--- src/rtl/pdm_audio_modulator_if.sv ---
// PCM sample handshake between the playback read path and the PDM modulator.
interface pdm_audio_modulator_if;
    logic [15:0] sample_data_i;
    logic        sample_valid_i;
    logic        sample_ready_o;

    modport master (
        output sample_data_i,
        output sample_valid_i,
        input  sample_ready_o
    );

    modport slave (
        input  sample_data_i,
        input  sample_valid_i,
        output sample_ready_o
    );
endinterface

--- src/rtl/pdm_audio_modulator.sv ---
// Playback PDM transmitter: one-deep sample holding register feeding a
// first-order sigma-delta modulator that emits one bit every CLK_DIV clocks
// and consumes one PCM sample every OSR bits.
module pdm_audio_modulator #(
    parameter int unsigned CLK_DIV = 50,
    parameter int unsigned OSR     = 64
) (
    input  logic                         clock_i,
    input  logic                         reset_i,
    input  logic                         enable_i,
    pdm_audio_modulator_if.slave         pcm_if,
    output logic                         underflow_o,
    output logic                         busy_o,
    output logic                         pdm_o
);

    localparam int unsigned SAMPLE_W = 16;
    localparam int unsigned DIV_W    = (CLK_DIV > 1) ? $clog2(CLK_DIV) : 1;
    localparam int unsigned BIT_W    = (OSR > 1) ? $clog2(OSR) : 1;
    localparam logic [DIV_W-1:0] DIV_LAST = DIV_W'(CLK_DIV - 1);
    localparam logic [BIT_W-1:0] BIT_LAST = BIT_W'(OSR - 1);

    typedef enum logic [1:0] {
        ST_IDLE  = 2'd0,
        ST_RUN   = 2'd1,
        ST_DRAIN = 2'd2
    } state_t;

    state_t                state_q,   state_d;
    logic [DIV_W-1:0]      div_cnt_q, div_cnt_d;
    logic [BIT_W-1:0]      bit_cnt_q, bit_cnt_d;
    logic [SAMPLE_W-1:0]   acc_q,     acc_d;
    logic [SAMPLE_W-1:0]   cur_q,     cur_d;
    logic [SAMPLE_W-1:0]   hold_q,    hold_d;
    logic                  full_q,    full_d;
    logic                  ready_q,   ready_d;
    logic                  pdm_q,     pdm_d;
    logic                  underflow_q, underflow_d;
    logic                  busy_q,    busy_d;

    logic                  strobe_c;
    logic                  boundary_c;
    logic                  accept_c;
    logic                  consume_c;
    logic [SAMPLE_W-1:0]   offset_c;
    logic [SAMPLE_W:0]     sum_c;

    // Bit strobe, sample boundary, handshake and modulator adder.
    always_comb begin
        strobe_c   = (state_q != ST_IDLE) && (div_cnt_q == DIV_LAST);
        boundary_c = strobe_c && (bit_cnt_q == BIT_LAST);
        accept_c   = pcm_if.sample_valid_i && ready_q;
        offset_c   = {~cur_q[SAMPLE_W-1], cur_q[SAMPLE_W-2:0]};
        sum_c      = {1'b0, acc_q} + {1'b0, offset_c};
    end

    // Next-state and datapath update for the run/drain/idle controller.
    always_comb begin
        state_d     = state_q;
        div_cnt_d   = div_cnt_q;
        bit_cnt_d   = bit_cnt_q;
        acc_d       = acc_q;
        cur_d       = cur_q;
        pdm_d       = pdm_q;
        underflow_d = 1'b0;
        consume_c   = 1'b0;

        case (state_q)
            ST_IDLE: begin
                pdm_d     = 1'b0;
                acc_d     = '0;
                div_cnt_d = '0;
                bit_cnt_d = '0;
                if (enable_i) begin
                    state_d   = ST_RUN;
                    consume_c = full_q;
                    cur_d     = full_q ? hold_q : '0;
                end
            end

            ST_RUN, ST_DRAIN: begin
                state_d = enable_i ? ST_RUN : ST_DRAIN;
                if (strobe_c) begin
                    div_cnt_d = '0;
                    pdm_d     = sum_c[SAMPLE_W];
                    acc_d     = sum_c[SAMPLE_W-1:0];
                    if (boundary_c) begin
                        bit_cnt_d = '0;
                        if ((state_q == ST_DRAIN) && !enable_i) begin
                            // Stop cleanly: the held sample stays for the next run.
                            state_d = ST_IDLE;
                            pdm_d   = 1'b0;
                            acc_d   = '0;
                        end else if (full_q) begin
                            cur_d     = hold_q;
                            consume_c = 1'b1;
                        end else begin
                            cur_d       = '0;
                            underflow_d = 1'b1;
                        end
                    end else begin
                        bit_cnt_d = bit_cnt_q + BIT_W'(1);
                    end
                end else begin
                    div_cnt_d = div_cnt_q + DIV_W'(1);
                end
            end

            default: begin
                state_d = ST_IDLE;
            end
        endcase
    end

    // Holding register: consume and accept are exclusive because ready is low while full.
    always_comb begin
        hold_d = hold_q;
        full_d = full_q;
        if (consume_c) begin
            full_d = 1'b0;
        end
        if (accept_c) begin
            hold_d = pcm_if.sample_data_i;
            full_d = 1'b1;
        end
        // Ready drops together with the accept and returns one cycle after a consume.
        ready_d = !full_q && !accept_c;
        busy_d  = (state_d != ST_IDLE);
    end

    // State and datapath registers.
    always_ff @(posedge clock_i or negedge reset_i) begin
        if (!reset_i) begin
            state_q     <= ST_IDLE;
            div_cnt_q   <= '0;
            bit_cnt_q   <= '0;
            acc_q       <= '0;
            cur_q       <= '0;
            hold_q      <= '0;
            full_q      <= 1'b0;
            ready_q     <= 1'b1;
            pdm_q       <= 1'b0;
            underflow_q <= 1'b0;
            busy_q      <= 1'b0;
        end else begin
            state_q     <= state_d;
            div_cnt_q   <= div_cnt_d;
            bit_cnt_q   <= bit_cnt_d;
            acc_q       <= acc_d;
            cur_q       <= cur_d;
            hold_q      <= hold_d;
            full_q      <= full_d;
            ready_q     <= ready_d;
            pdm_q       <= pdm_d;
            underflow_q <= underflow_d;
            busy_q      <= busy_d;
        end
    end

    assign pcm_if.sample_ready_o = ready_q;
    assign underflow_o           = underflow_q;
    assign busy_o                = busy_q;
    assign pdm_o                 = pdm_q;

endmodule

--- src/flat_wrapper.sv ---
// flat-port wrapper written by rule: the top's interface ports become plain ports
module pdm_audio_modulator_flat 
#(
    parameter int unsigned CLK_DIV = 50,
    parameter int unsigned OSR     = 64
)
  (clock_i, reset_i, enable_i, underflow_o, busy_o, pdm_o, pcm_if_sample_data_i, pcm_if_sample_valid_i, pcm_if_sample_ready_o);
  pdm_audio_modulator_if pcm_if_i ();
  input  logic clock_i;
  input  logic reset_i;
  input  logic enable_i;
  output logic underflow_o;
  output logic busy_o;
  output logic pdm_o;
  input wire logic [$bits(pcm_if_i.sample_data_i)-1:0] pcm_if_sample_data_i;
  input wire logic [$bits(pcm_if_i.sample_valid_i)-1:0] pcm_if_sample_valid_i;
  output wire logic [$bits(pcm_if_i.sample_ready_o)-1:0] pcm_if_sample_ready_o;
  assign pcm_if_i.sample_data_i = pcm_if_sample_data_i;
  assign pcm_if_i.sample_valid_i = pcm_if_sample_valid_i;
  assign pcm_if_sample_ready_o = pcm_if_i.sample_ready_o;
  pdm_audio_modulator #(.CLK_DIV(CLK_DIV), .OSR(OSR)) u_core (.clock_i(clock_i), .reset_i(reset_i), .enable_i(enable_i), .pcm_if(pcm_if_i), .underflow_o(underflow_o), .busy_o(busy_o), .pdm_o(pdm_o));
endmodule
--- config.mk ---
export PLATFORM = sky130hd
export DESIGN_NAME = pdm_audio_modulator_flat
export DESIGN_NICKNAME = d
export VERILOG_FILES = /design/src/rtl/pdm_audio_modulator_if.sv /design/src/rtl/pdm_audio_modulator.sv /design/src/flat_wrapper.sv
export SDC_FILE = /design/constraint.sdc
export NUM_CORES = 1
export LEC_CHECK = 0
export BUFFER_PORTS_ARGS = -buffer_cell sky130_fd_sc_hd__buf_2
export CELL_PAD_IN_SITES_DETAIL_PLACEMENT = 0
export CELL_PAD_IN_SITES_GLOBAL_PLACEMENT = 1
export CORE_MARGIN = 5
export CORE_UTILIZATION = 51
export DETAILED_ROUTE_END_ITERATION = 16
export GPL_ROUTABILITY_DRIVEN = 0
export GPL_TIMING_DRIVEN = 0
export PLACE_DENSITY = 0.87
export SLEW_MARGIN = 15
export SYNTH_ARGS = -nofsm -noshare
export SYNTH_HDL_FRONTEND = slang
export SYNTH_SLANG_ARGS = --single-unit
--- constraint.sdc ---
create_clock -name clock_i -period 5.3 [get_ports clock_i]
set_input_delay 1.06 -clock clock_i [delete_from_list [all_inputs] [get_ports clock_i]]
set_output_delay 1.06 -clock clock_i [all_outputs]
set_load 0.02 [all_outputs]
# == Yosys cells after proc, flatten, opt, wreduce, memory -nomap -nowiden ==
# Cells that the tools add are included.
# word_totals
in_bits,20
output_inout_bits,4
ff_bits,67
# op_classes
reduce_logical,16
bitwise,1
eq_ne,8
addsub,3
n_mux,38
# ops
op,count
16-bit two-way mux,8
16-bit one-hot mux with 2 select lines,2
6-bit one-hot mux with 2 select lines,2
6-bit two-way mux,3
16-bit by 16-bit adder with 17-bit output,1
1-bit two-way mux,15
6-bit by 1-bit adder with 6-bit output (second input constant),2
6-bit equality test (second input constant),2
2-bit two-way mux,5
2-bit nonzero test,4
1-bit logical AND,5
5-bit AND reduction,1
2-bit by 1-bit inequality test with 1-bit output (second input constant),2
2-bit inequality test (second input constant),2
1-bit one-hot mux with 2 select lines,2
2-bit one-hot mux with 2 select lines,1
1-bit zero test,3
2-bit by 1-bit equality test with 1-bit output (second input constant),1
2-bit equality test (second input constant),1
2-bit zero test,1
2-bit AND reduction,1
2-bit OR reduction,1
1-bit inverter,1

# == Longest topological paths before layout ==
# Gate-level depths: netlist (run 1).
# logic_depth
word_depth,8
mapped_depth,11
ltp_nobuf,9

# == Least setup slack after synthesis (run 1) ==
# No wires, ideal clock.
# synth_timing
path_type,reg2reg
from,register u_core.state_q[1]
to,register u_core.acc_q[13]
path_stages_with_launch,9
t_required_ps,5231
setup_time_ps,69
setup_slack_ps,3077
t_arrival_ps,2154
path_cell_list,dfrtp_1 -> inv_1 -> ha_1 -> buf_4 -> inv_2 -> or4_4 -> a21o_4 -> or4b_1 -> nand3_1
# synth_via
elab_chain_cells,6
# synth_lines
element,line,source
from (decl),pdm_audio_modulator.sv:29,"state_t state_q, state_d;"
from (signal assigned),pdm_audio_modulator.sv:146,state_q <= state_d;
2-bit equality test or 2-bit nonzero test (tied branches),"pdm_audio_modulator.sv:68, pdm_audio_modulator.sv:89, pdm_audio_modulator.sv:50",
"1-bit logical AND, on equally long branches","pdm_audio_modulator.sv:89, pdm_audio_modulator.sv:50",
16-bit two-way mux or 1-bit logical AND (tied branches),"pdm_audio_modulator.sv:89, pdm_audio_modulator.sv:51",
16-bit two-way mux,pdm_audio_modulator.sv:87,if (boundary_c) begin
16-bit two-way mux,pdm_audio_modulator.sv:83,if (strobe_c) begin
16-bit one-hot mux with 2 select lines,pdm_audio_modulator.sv:68,case (state_q)
to (signal assigned),pdm_audio_modulator.sv:137,acc_q <= '0;
to (signal assigned),pdm_audio_modulator.sv:149,acc_q <= acc_d;
to (decl),pdm_audio_modulator.sv:32,"logic [SAMPLE_W-1:0] acc_q, acc_d;"
# Parallel ways exist; a longest one is shown, timed or not. The select of a mux whose other input is x is not followed.
# A chain may end at the register's enable or synchronous reset.

# == Worst setup path in the final report (run 1) ==
# layout_timing
from,register u_core.state_q[1]
to,register u_core.acc_q[15]
# Same word-level chain as after synthesis.

==> results of run 1 <==
[registers in the layout (all words and copies together) (netlist names), 2 cells and up]
name / count
u_core.bit_cnt_q: 6
u_core.hold_q: 16
u_core.state_q: 2
u_core.div_cnt_q: 6
u_core.cur_q: 16
u_core.acc_q: 16
[cell usage in the layout, fill, tap and decap left out, types with 2 or more instances in the layout]
cell type / Yosys / final
ha_1: 22 / 22
nand4_1: 2 / 2
nor2_1: 17 / 17
clkbuf_1: 8 / 8
dfrtp_1: 66 / 66
o21ai_0: 50 / 50
nand2_1: 61 / 61
clkinvlp_4: 0 / 2
mux2i_1: 2 / 2
or3_1: 3 / 3
a32o_1: 3 / 3
a22o_1: 3 / 3
buf_4: 1 / 2
a211oi_1: 5 / 5
nand3_1: 9 / 9
inv_1: 10 / 10
a21o_1: 6 / 6
xnor2_1: 2 / 2
and3_1: 2 / 2
a31oi_1: 4 / 4
a41oi_1: 2 / 2
inv_6: 0 / 2
buf_2: 2 / 24
mux2_2: 16 / 16
o21a_1: 3 / 3
a21oi_1: 21 / 21
nand2b_1: 3 / 3
o31ai_1: 2 / 2
and2_1: 3 / 3
clkbuf_8: 0 / 9
nor3_1: 12 / 12
xor2_1: 7 / 7
[logic make-up (layout without fill, tap and decap cells)]
family          Yosys count  in the layout  synth area share, %
fa+ha+maj                23             23                 8.26
compound gates          107            107                 18.0
mux                      18             18                 5.60
buf+inv                  23             63                 2.80
xor+xnor                  9              9                 2.21
flops                    67             67                 47.0
simple gates            122            122                 16.1
[final cells by class]
| class | instances | share of cell area [%] |
|---|---|---|
| Multi-Input combinational cell | 279 | 44.5 |
| Timing Repair Buffer | 24 | 3.59 |
| Clock inverter | 7 | 1.89 |
| Buffer | 12 | 1.46 |
| Sequential cell | 67 | 41.5 |
| Inverter | 11 | 1.02 |
| Clock buffer | 9 | 3.07 |
| Tap cell | 96 | 2.97 |
[metal layers]
metal	wire, µm	track usage, %	part of all wire, %	up-vias
li1	-	-	-	1402
met1	3770	26.9	51	1334
met2	3210	26.7	44	43
met3	280	4.81	3.8	9
met4	97	5.42	1.3	0
met5	0	0	0	-
[metrics by stage]
step | std cells | worst slack, ns
after floorplan | 369 | 3.08
after global placement | 488 | 2.76
after detailed placement | 489 | 2.75
after CTS | 505 | 2.80
after global routing | 505 | 2.56
final | 505 | 2.79
[power breakdown]
| part | internal (mW) | switching [mW] | total [mW] |
|---|---|---|---|
| Sequential | 0.652 | 0.0896 | 0.742 |
| Combinational | 0.259 | 0.408 | 0.667 |
| Clock | 0.220 | 0.211 | 0.431 |
| Total | 1.13 | 0.709 | 1.84 |
[worst min path at each step]
| stage | start | to | depth (start not counted) |
|---|---|---|---|
| global route | u_core.acc_q[8]$_DFFE_PN0P_ | u_core.acc_q[8]$_DFFE_PN0P_ | 1 |
| global placement | u_core.acc_q[11]$_DFFE_PN0P_ | u_core.acc_q[11]$_DFFE_PN0P_ | 2 |
| CTS | u_core.acc_q[10]$_DFFE_PN0P_ | u_core.acc_q[10]$_DFFE_PN0P_ | 2 |
| finish | u_core.acc_q[10]$_DFFE_PN0P_ | u_core.acc_q[10]$_DFFE_PN0P_ | 2 |
| detailed placement | u_core.acc_q[10]$_DFFE_PN0P_ | u_core.acc_q[10]$_DFFE_PN0P_ | 2 |
| floorplan | u_core.cur_q[15]$_DFFE_PN0P_ | u_core.cur_q[15]$_DFFE_PN0P_ | 2 |
[worst max-delay path, delay by kind of cell, from the launching register on]
family / cells / cell delay [ns]
AO/OA/AOI/OAI: 1 / 0.56
AND/OR/NAND/NOR: 3 / 0.85
multiplexers: 1 / 0.06
adder cells (fa/ha/maj): 1 / 0.27
flip-flops: 1 / 0.39
buffers and inverters: 3 / 0.31
[synth_stat cells, types with 4 or more instances]
master / count
a211oi_1: 5
a21o_1: 6
a21oi_1: 21
a31oi_1: 4
clkbuf_1: 8
dfrtp_1: 66
ha_1: 22
inv_1: 10
mux2_2: 16
nand2_1: 61
nand3_1: 9
nor2_1: 17
nor3_1: 12
o21ai_0: 50
xor2_1: 7
==> impl_metrics.tcl, run 1 <==
set metrics [dict create \
    status "finished clean" \
    synth_top_cell_area_share_pct 46.2 \
    cp-startpoint "u_core.state_q[1]$_DFF_PN0_" \
    yosysUniqueCellTypes 51 \
    diodes 0 \
    synth_top_area_cell "dfrtp_1" \
    crit_chain "inv_1 -> ha_1 -> buf_4 -> inv_2 -> or4_4 -> a21oi_1 -> and3_1 -> mux2i_1 -> nand2_1" \
    vias 2788 \
    final.setup_skew_ns 0.0117 \
    dpl-instance-area_mm2 0.00384 \
    p_leak_nw 1.88 \
    yosysSeqAreaShare_pct 47.0 \
    drv_slew 0 \
    hold_viol_final 0 \
    slew_headroom_pct 54.7 \
    ys_top_cells_by_area "dfrtp_1 46%, ha_1 7.7%, o21ai_0 7.0%" \
    power_per_cell_area_mw_per_mm2 456 \
    critPathCaptureType "flip-flop" \
    nets 447 \
    slowest_stage "a21oi_1" \
    synth_nets 412 \
    first_global_vias 2657 \
    coreArea_mm2 0.00679 \
    drive_above_1_share_pct 16.4 \
    syn_to_final_growth_pct 13.0 \
    cts_tree "done" \
    cts_root_buffer "clkbuf_8" \
    crit_path_end "u_core.acc_q[15]$_DFFE_PN0P_" \
    fin_crit_ns 2.51 \
    dp_hpwl_um 5350 \
    numCtsBuffers 9 \
    utilization_pct 59.4 \
    worstReg2RegStart "u_core.state_q[1]$_DFF_PN0_" \
    drt_iter0_markers 127 \
    ys_ff_latch 67 \
    cts.clk_slew.worst_paths_ns 0.08 \
    htreeDepth 3 \
    synth_edf_count 0 \
    fin_tns_setup_ns 0 \
    synth_area_mm2 0.00357 \
    die_w_um 93.7 \
    timing.reg2reg.worst_path_depth 9 \
    die-height_um 93.7 \
    start_util_pct 52.6 \
    insertion_delay_ns 0.34 \
    reg2reg_slack_ns 2.79 \
    gr-usage-all-layers_pct 18.4 \
    multi_input_area_mm2 0.00180 \
    io_buffers 23 \
    rsz0062_at_grt "no" \
    finalCritPeriodShare_pct 47.3 \
    rows 30 \
    antenna_found_initial 0 \
    worstSetupPathType "flip-flop to flip-flop" \
    startpoint_type "flip-flop" \
    yosys_warnings 0 \
    hold_buffers 0 \
    seq_area_mm2 0.00168 \
    hold_ws_ns 0.491 \
    grt_pass1_wl_um 12700 \
    p_total_mw 1.84 \
    critical_path_arrival_ns 2.79 \
    fin_area_mm2 0.00404 \
    syn_inst 369 \
    overflow 0 \
    reg2reg_to "u_core.acc_q[15]$_DFFE_PN0P_" \
    ir_worst_vdd_mv 0.342 \
    dieArea_mm2 0.00878 \
    cts_sinks 67 \
    postSynthAreaPerCell_um2 9.68 \
    ctsResizeCount 0 \
    nFillCells 589 \
    antenna_left 0 \
    fmax_mhz 399 \
    tightest_slew_ns 0.674 \
    wl_per_cell_um 14.6 \
    hp-class "flip-flop to flip-flop" \
    io_pins 24 \
    worst-path-max-fanout 10 \
    via_per_inst 5.52 \
    finalSetupViolCount 0 \
    wl_um 7360 \
    drc 0 \
    drt_pre_antenna_iters 5 \
    cts_setup_buffers 0 \
    cap_violations 0 \
    max_stage_delay_ns 0.56 \
    synth_flop_cell "dfrtp_1" \
    async_reset_ff_share_pct 100 \
    grt_max_degree 59 \
    critPathRequiredTime_ns 5.58 \
    clockBufferDepth 2 \
]
Note: power is estimated with default switching activity, not from simulation.
==> run 2, diff against run 1 <==
--- a/config.mk
+++ b/config.mk
@@ -9,11 +9,11 @@
 export CELL_PAD_IN_SITES_DETAIL_PLACEMENT = 0
 export CELL_PAD_IN_SITES_GLOBAL_PLACEMENT = 1
 export CORE_MARGIN = 5
-export CORE_UTILIZATION = 51
+export CORE_UTILIZATION = 43
 export DETAILED_ROUTE_END_ITERATION = 16
 export GPL_ROUTABILITY_DRIVEN = 0
 export GPL_TIMING_DRIVEN = 0
-export PLACE_DENSITY = 0.87
+export PLACE_DENSITY = 0.78
 export SLEW_MARGIN = 15
 export SYNTH_ARGS = -nofsm -noshare
 export SYNTH_HDL_FRONTEND = slang
==> constraint.sdc (replaced) <==
create_clock -name clock_i -period 2.15 [get_ports clock_i]
set_input_delay 0.43 -clock clock_i [delete_from_list [all_inputs] [get_ports clock_i]]
set_output_delay 0.43 -clock clock_i [all_outputs]
set_load 0.02 [all_outputs]
==> run 2 against run 1 <==
The run now ends with setup timing left. Routed wire length up 15%. Non-clock buffer count is 22 higher. Sequential power increased by 150%. Die area grew 17%. Setup slack lost 2.8 ns. Global-route usage fell by 0.89 points. Clock skew shrank 0.0024 ns. Count of clock-buffer cells in the layout increased by 1. Core utilization shrank 4.8 points.
==> impl_metrics.tcl, run 2 (same netlist as run 1, synthesis figures left out) <==
set metrics [dict create \
    startpoint_type "flip-flop" \
    seq_area_mm2 0.00168 \
    p_sw_share_pct 38.8 \
    dieArea_mm2 0.0102 \
    finalSetupViolCount 2 \
    overflow 0 \
    rsz0062_at_grt "yes" \
    numCtsBuffers 9 \
    via_per_inst 5.43 \
    dpl-instance-area_mm2 0.00385 \
    max_stage_delay_ns 0.40 \
    final_common_cell "dfrtp_1" \
    critPathCaptureType "flip-flop" \
    p_leak_nw 2.04 \
    antenna_left 0 \
    p_seq_share_pct 36.4 \
    critical_path_arrival_ns 2.42 \
    finalCritPeriodShare_pct 101 \
    clkPwrFrac_pct 21.7 \
    ir_worst_vdd_mv 0.884 \
    nets 469 \
    rows 33 \
    setup_slack_ns -0.0307 \
    worstSetupPathType "flip-flop to flip-flop" \
    cts_root_buffer "clkbuf_8" \
    die-height_um 101 \
    gr-usage-all-layers_pct 17.5 \
    diodes 0 \
    drt_pre_antenna_iters 4 \
    drv_slew 0 \
    drt_iter0_markers 160 \
    cts.clk_slew.worst_paths_ns 0.08 \
    power_per_cell_area_mw_per_mm2 1120 \
    p_int_mw 3.06 \
    violations "setup timing" \
    antenna_found_initial 0 \
    grt_pass1_wl_um 13700 \
    worst-path-max-fanout 3 \
    grt_max_degree 51 \
    final.setup_skew_ns 0.00927 \
    start_util_pct 43.7 \
    fin_crit_ns 2.18 \
    htreeDepth 3 \
    first_global_vias 2825 \
    drive_above_1_share_pct 29.2 \
    insertion_delay_ns 0.35 \
    io_buffers 23 \
    fmax_mhz 459 \
    critPathRequiredTime_ns 2.39 \
    power.switching_mw 1.94 \
    utilization_pct 54.7 \
    cts_tree "done" \
    fin_area_mm2 0.00447 \
    nFillCells 752 \
    drc 0 \
    io_pins 24 \
    slowest_stage "dfrtp_1" \
    vias 2910 \
    top_regs "u_core.acc_q x16, u_core.cur_q x16, u_core.hold_q x16" \
    cap_violations 0 \
    clockBufferDepth 2 \
    pwr-share-comb_pct 41.9 \
    wl_per_cell_um 15.8 \
    multi_input_area_mm2 0.00201 \
    die_w_um 101 \
    status "finished, violations left" \
    crit_chain "ha_2 -> inv_2 -> fa_2 -> nand2b_4 -> a21oi_4 -> o31a_1 -> o21a_1 -> or3_1 -> a32o_1" \
    slew_headroom_pct 53.1 \
    coreArea_mm2 0.00818 \
    hp-class "input pin to flip-flop" \
    tightest_slew_ns 0.703 \
    hold_viol_final 0 \
    wl_um 8490 \
    dp_hpwl_um 5530 \
    syn_to_final_growth_pct 25.1 \
    final_cell_mix "66 x dfrtp_1, 61 x nand2_1, 39 x o21ai_0" \
    cts_sinks 67 \
]
run 2: cell types whose count changed in the layout (fill, tap and decap cells not counted), moves of 3 or more:
cell	previous run	this run
nor3_2	0	4
o21ai_1	1	8
o21ai_0	50	39
buf_4	2	24
clkbuf_1	8	4
o21ai_2	0	4
a21oi_4	0	3
ha_1	22	16
ha_4	0	4
clkbuf_4	0	3
nor3_1	12	8
inv_1	10	7
run 2: power groups by stage:
stage,Clock [mW],Sequential (mW),Combinational (mW)
2_1_floorplan,0,1.80,1.24
3_3_place_gp,0,1.82,1.70
3_5_place_dp,0,1.83,1.74
4_1_cts,1.12,1.80,1.95
5_1_grt,1.19,1.86,2.33
6_report,1.08,1.82,2.09
run 2: area by class of cell:
class                      instances  area share [%]
clock buffer                      10            3.08
inverter                          11            1.09
tap                              105            2.94
multi-input combinational        279            45.0
buffer                             9            1.18
sequential                        67            37.5
timing repair buffer              49            7.75
clock inverter                     6            1.46
run 2: timing repair:
item                                    4_1_cts  5_1_grt
gates resized for setup                      27       40
hold buffers                                  1        0
endpoints found under the setup margin       35       28
endpoints found under the hold margin        17        0
buffers inserted                             15        9
pin swaps                                     9        8
run 2: layer usage:
layer	part of all wire, %	track usage [%]	vias up
li1	-	-	1441
met1	47	23.2	1419
met2	49	28.2	43
met3	3.1	4.89	7
met4	1.1	4.91	0
met5	0	0	-
run 2: through the flow:
step / setup slack (ns) / hold WS, ns / cells / setup TNS, ns / power (mW)
global route: -0.111 / 0.219 / 536 / -0.262 / 5.38
finish: -0.0307 / 0.235 / 536 / -0.0454 / 4.99
global placement: -0.354 / 0.467 / 497 / -9.78 / 3.51
floorplan: -0.0570 / 0.134 / 369 / -0.0570 / 3.04
CTS: -0.0550 / 0.216 / 527 / -0.0617 / 4.87
detailed placement: -0.400 / 0.333 / 498 / -10.68 / 3.57
run 2: critical path, delay by kind of cell, from the launching register on:
kind	cells	cell delay, ns
compound gates	4	0.78
simple gates	2	0.45
flops	1	0.40
fa+ha+maj	2	0.40
buf+inv	1	0.05
run 2: path summary, 6_finish.rpt:
check	start	end	slack (ns)	cells past startpoint
setup / recovery	u_core.cur_q[0]$_DFFE_PN0P_	u_core.acc_q[8]$_DFFE_PN0P_	-0.03	9
hold / removal	pcm_if_sample_valid_i	u_core.pcm_if.sample_ready_o$_DFF_PN1_	0.23	2
setup reg to reg	u_core.cur_q[0]$_DFFE_PN0P_	u_core.acc_q[8]$_DFFE_PN0P_	-0.03	9
hold reg to reg	u_core.cur_q[15]$_DFFE_PN0P_	u_core.cur_q[15]$_DFFE_PN0P_	0.49	2
max in group asynchronous	reset_i	u_core.pcm_if.sample_ready_o$_DFF_PN1_	1.08	3
min in group asynchronous	reset_i	u_core.acc_q[1]$_DFFE_PN0P_	0.49	2
==> run 3, diff against run 2 <==
==> constraint.sdc (replaced) <==
create_clock -name clock_i -period 2.15 [get_ports clock_i]
set_input_delay 0.645 -clock clock_i [delete_from_list [all_inputs] [get_ports clock_i]]
set_output_delay 0.645 -clock clock_i [all_outputs]
set_load 0.02 [all_outputs]
==> run 3 against run 2 <==
The run still ends with setup timing left. Largest cell class unchanged. Fmax hardly changed. Sequential power barely moved. Highest routed layer unchanged. Clock power about the same. Total power about the same. Register-to-register slack is essentially flat. Core utilization decreased by 0.12 points. Non-clock buffer count shrank 1. First-iteration DRC count decreased by 25%. Critical path type unchanged.
==> impl_metrics.tcl, run 3 (same netlist as run 1, synthesis figures left out) <==
set metrics [dict create \
    nets 468 \
    drt_iter0_markers 120 \
    start_util_pct 43.7 \
    setup_slack_ns -0.0303 \
    fin_area_mm2 0.00446 \
    critPathCaptureType "flip-flop" \
    clkPwrFrac_pct 21.7 \
    slew_headroom_pct 53.5 \
    rows 33 \
    cts.clk_slew.worst_paths_ns 0.08 \
    cap_violations 0 \
    cts_tree "done" \
    clockBufferDepth 2 \
    insertion_delay_ns 0.35 \
    reg2reg_slack_ns -0.03 \
    pwr-share-comb_pct 41.9 \
    final.setup_skew_ns 0.0107 \
    cts_root_buffer "clkbuf_8" \
    io_pins 24 \
    finalNonFillerCells 535 \
    hp-class "input pin to asynchronous set/reset pin" \
    via_per_inst 5.43 \
    gr-usage-all-layers_pct 17.5 \
    dp_hpwl_um 5530 \
    startpoint_type "flip-flop" \
    overflow 0 \
    p_total_mw 4.99 \
    critical_path_arrival_ns 2.42 \
    nFillCells 753 \
    timing.reg2reg.worst_path_depth 9 \
    max_stage_delay_ns 0.40 \
    drive_above_1_share_pct 29.3 \
    p_sw_share_pct 38.8 \
    wl_um 8530 \
    hold_ws_ns 0.159 \
    top_regs "u_core.acc_q x16, u_core.cur_q x16, u_core.hold_q x16" \
    p_leak_nw 2.03 \
    slowest_stage "dfrtp_1" \
    antenna_found_initial 0 \
    p_seq_share_pct 36.4 \
    worst-path-max-fanout 3 \
    drv_slew 0 \
    dpl-instance-area_mm2 0.00385 \
    critPathRequiredTime_ns 2.39 \
    grt_pass1_wl_um 13700 \
    coreArea_mm2 0.00818 \
    htreeDepth 3 \
    drc 0 \
    syn_to_final_growth_pct 24.8 \
    dp_slack_ns -0.400 \
    cts_sinks 67 \
    final_cell_mix "66 x dfrtp_1, 61 x nand2_1, 39 x o21ai_0" \
    drt_pre_antenna_iters 4 \
    wl_per_cell_um 15.9 \
    violations "setup timing" \
    worstReg2RegStart "u_core.cur_q[0]$_DFFE_PN0P_" \
    dp.cells 498 \
    dieArea_mm2 0.0102 \
    die-height_um 101 \
    diodes 0 \
    power_per_cell_area_mw_per_mm2 1120 \
    first_global_vias 2825 \
    grt_max_degree 51 \
    final_common_cell "dfrtp_1" \
    hold_viol_final 0 \
    cp_num_buf_inv 1 \
    rsz0062_at_grt "yes" \
    crit_chain "ha_2 -> inv_2 -> fa_2 -> nand2b_4 -> a21oi_4 -> o31a_1 -> o21a_1 -> or3_1 -> a32o_1" \
    power.switching_mw 1.94 \
    antenna_left 0 \
    fin_tns_setup_ns -0.0425 \
    numCtsBuffers 9 \
    fmax_mhz 459 \
    ir_worst_vdd_mv 0.885 \
    reg2reg_to "u_core.acc_q[8]$_DFFE_PN0P_" \
    worstSetupPathType "flip-flop to flip-flop" \
    fin_crit_ns 2.18 \
    vias 2906 \
    utilization_pct 54.6 \
    p_int_mw 3.05 \
    die_w_um 101 \
    tightest_slew_ns 0.697 \
    io_buffers 23 \
    status "finished, violations left" \
    finalSetupViolCount 2 \
    finalCritPeriodShare_pct 101 \
    crit_family "compound AO/OA/AOI/OAI gates" \
]
run 3: cell count changes in the layout (fill, tap and decap cells not counted), sizes merged:
cell	previous run	this run
dlygate4sd3	1	0
run 3: worst max path at each step:
stage	end	slack (ns)	depth (start not counted)	from
final	u_core.acc_q[8]$_DFFE_PN0P_	-0.03	9	u_core.cur_q[0]$_DFFE_PN0P_
after global placement	u_core.cur_q[5]$_DFFE_PN0P_	-0.35	10	u_core.state_q[0]$_DFF_PN0_
after floorplan	u_core.acc_q[13]$_DFFE_PN0P_	-0.06	8	u_core.state_q[0]$_DFF_PN0_
after detailed placement	u_core.acc_q[12]$_DFFE_PN0P_	-0.40	11	u_core.state_q[0]$_DFF_PN0_
after global routing	u_core.acc_q[8]$_DFFE_PN0P_	-0.11	9	u_core.acc_q[0]$_DFFE_PN0P_
after CTS	u_core.acc_q[8]$_DFFE_PN0P_	-0.05	9	u_core.acc_q[0]$_DFFE_PN0P_
run 3: final cells by class:
class                      count  area [µm²]  share of cell area (%)
multi-input combinational    279        2010                    45.1
sequential                    67        1680                    37.6
timing repair buffer          48         337                    7.55
clock buffer                  10         138                    3.09
tap                          105         131                    2.95
clock inverter                 6        65.1                    1.46
buffer                         9        52.6                    1.18
inverter                      11        48.8                    1.09
run 3: timing repair:
| action | 4_1_cts | 5_1_grt |
|---|---|---|
| resized for setup | 27 | 40 |
| endpoints found under the hold margin | 0 | 0 |
| endpoints found under the setup margin | 35 | 28 |
| pin swaps | 9 | 8 |
| hold buffers | 0 | 0 |
| buffers inserted | 15 | 9 |
run 3: routing by layer:
layer | global-route usage, % | share of wire [%] | wire length, µm
met1 | 23.2 | 48 | 4050
met2 | 28.2 | 49 | 4160
met3 | 4.89 | 2.7 | 232
met4 | 4.91 | 1.0 | 85
met5 | 0 | 0 | 0
run 3: power by group through the flow:
stage	sequential, mW	clock (mW)	combinational [mW]
after floorplan	1.80	0	1.24
after global placement	1.82	0	1.70
after detailed placement	1.83	0	1.74
after CTS	1.80	1.12	1.95
after global routing	1.86	1.19	2.33
final	1.82	1.08	2.09
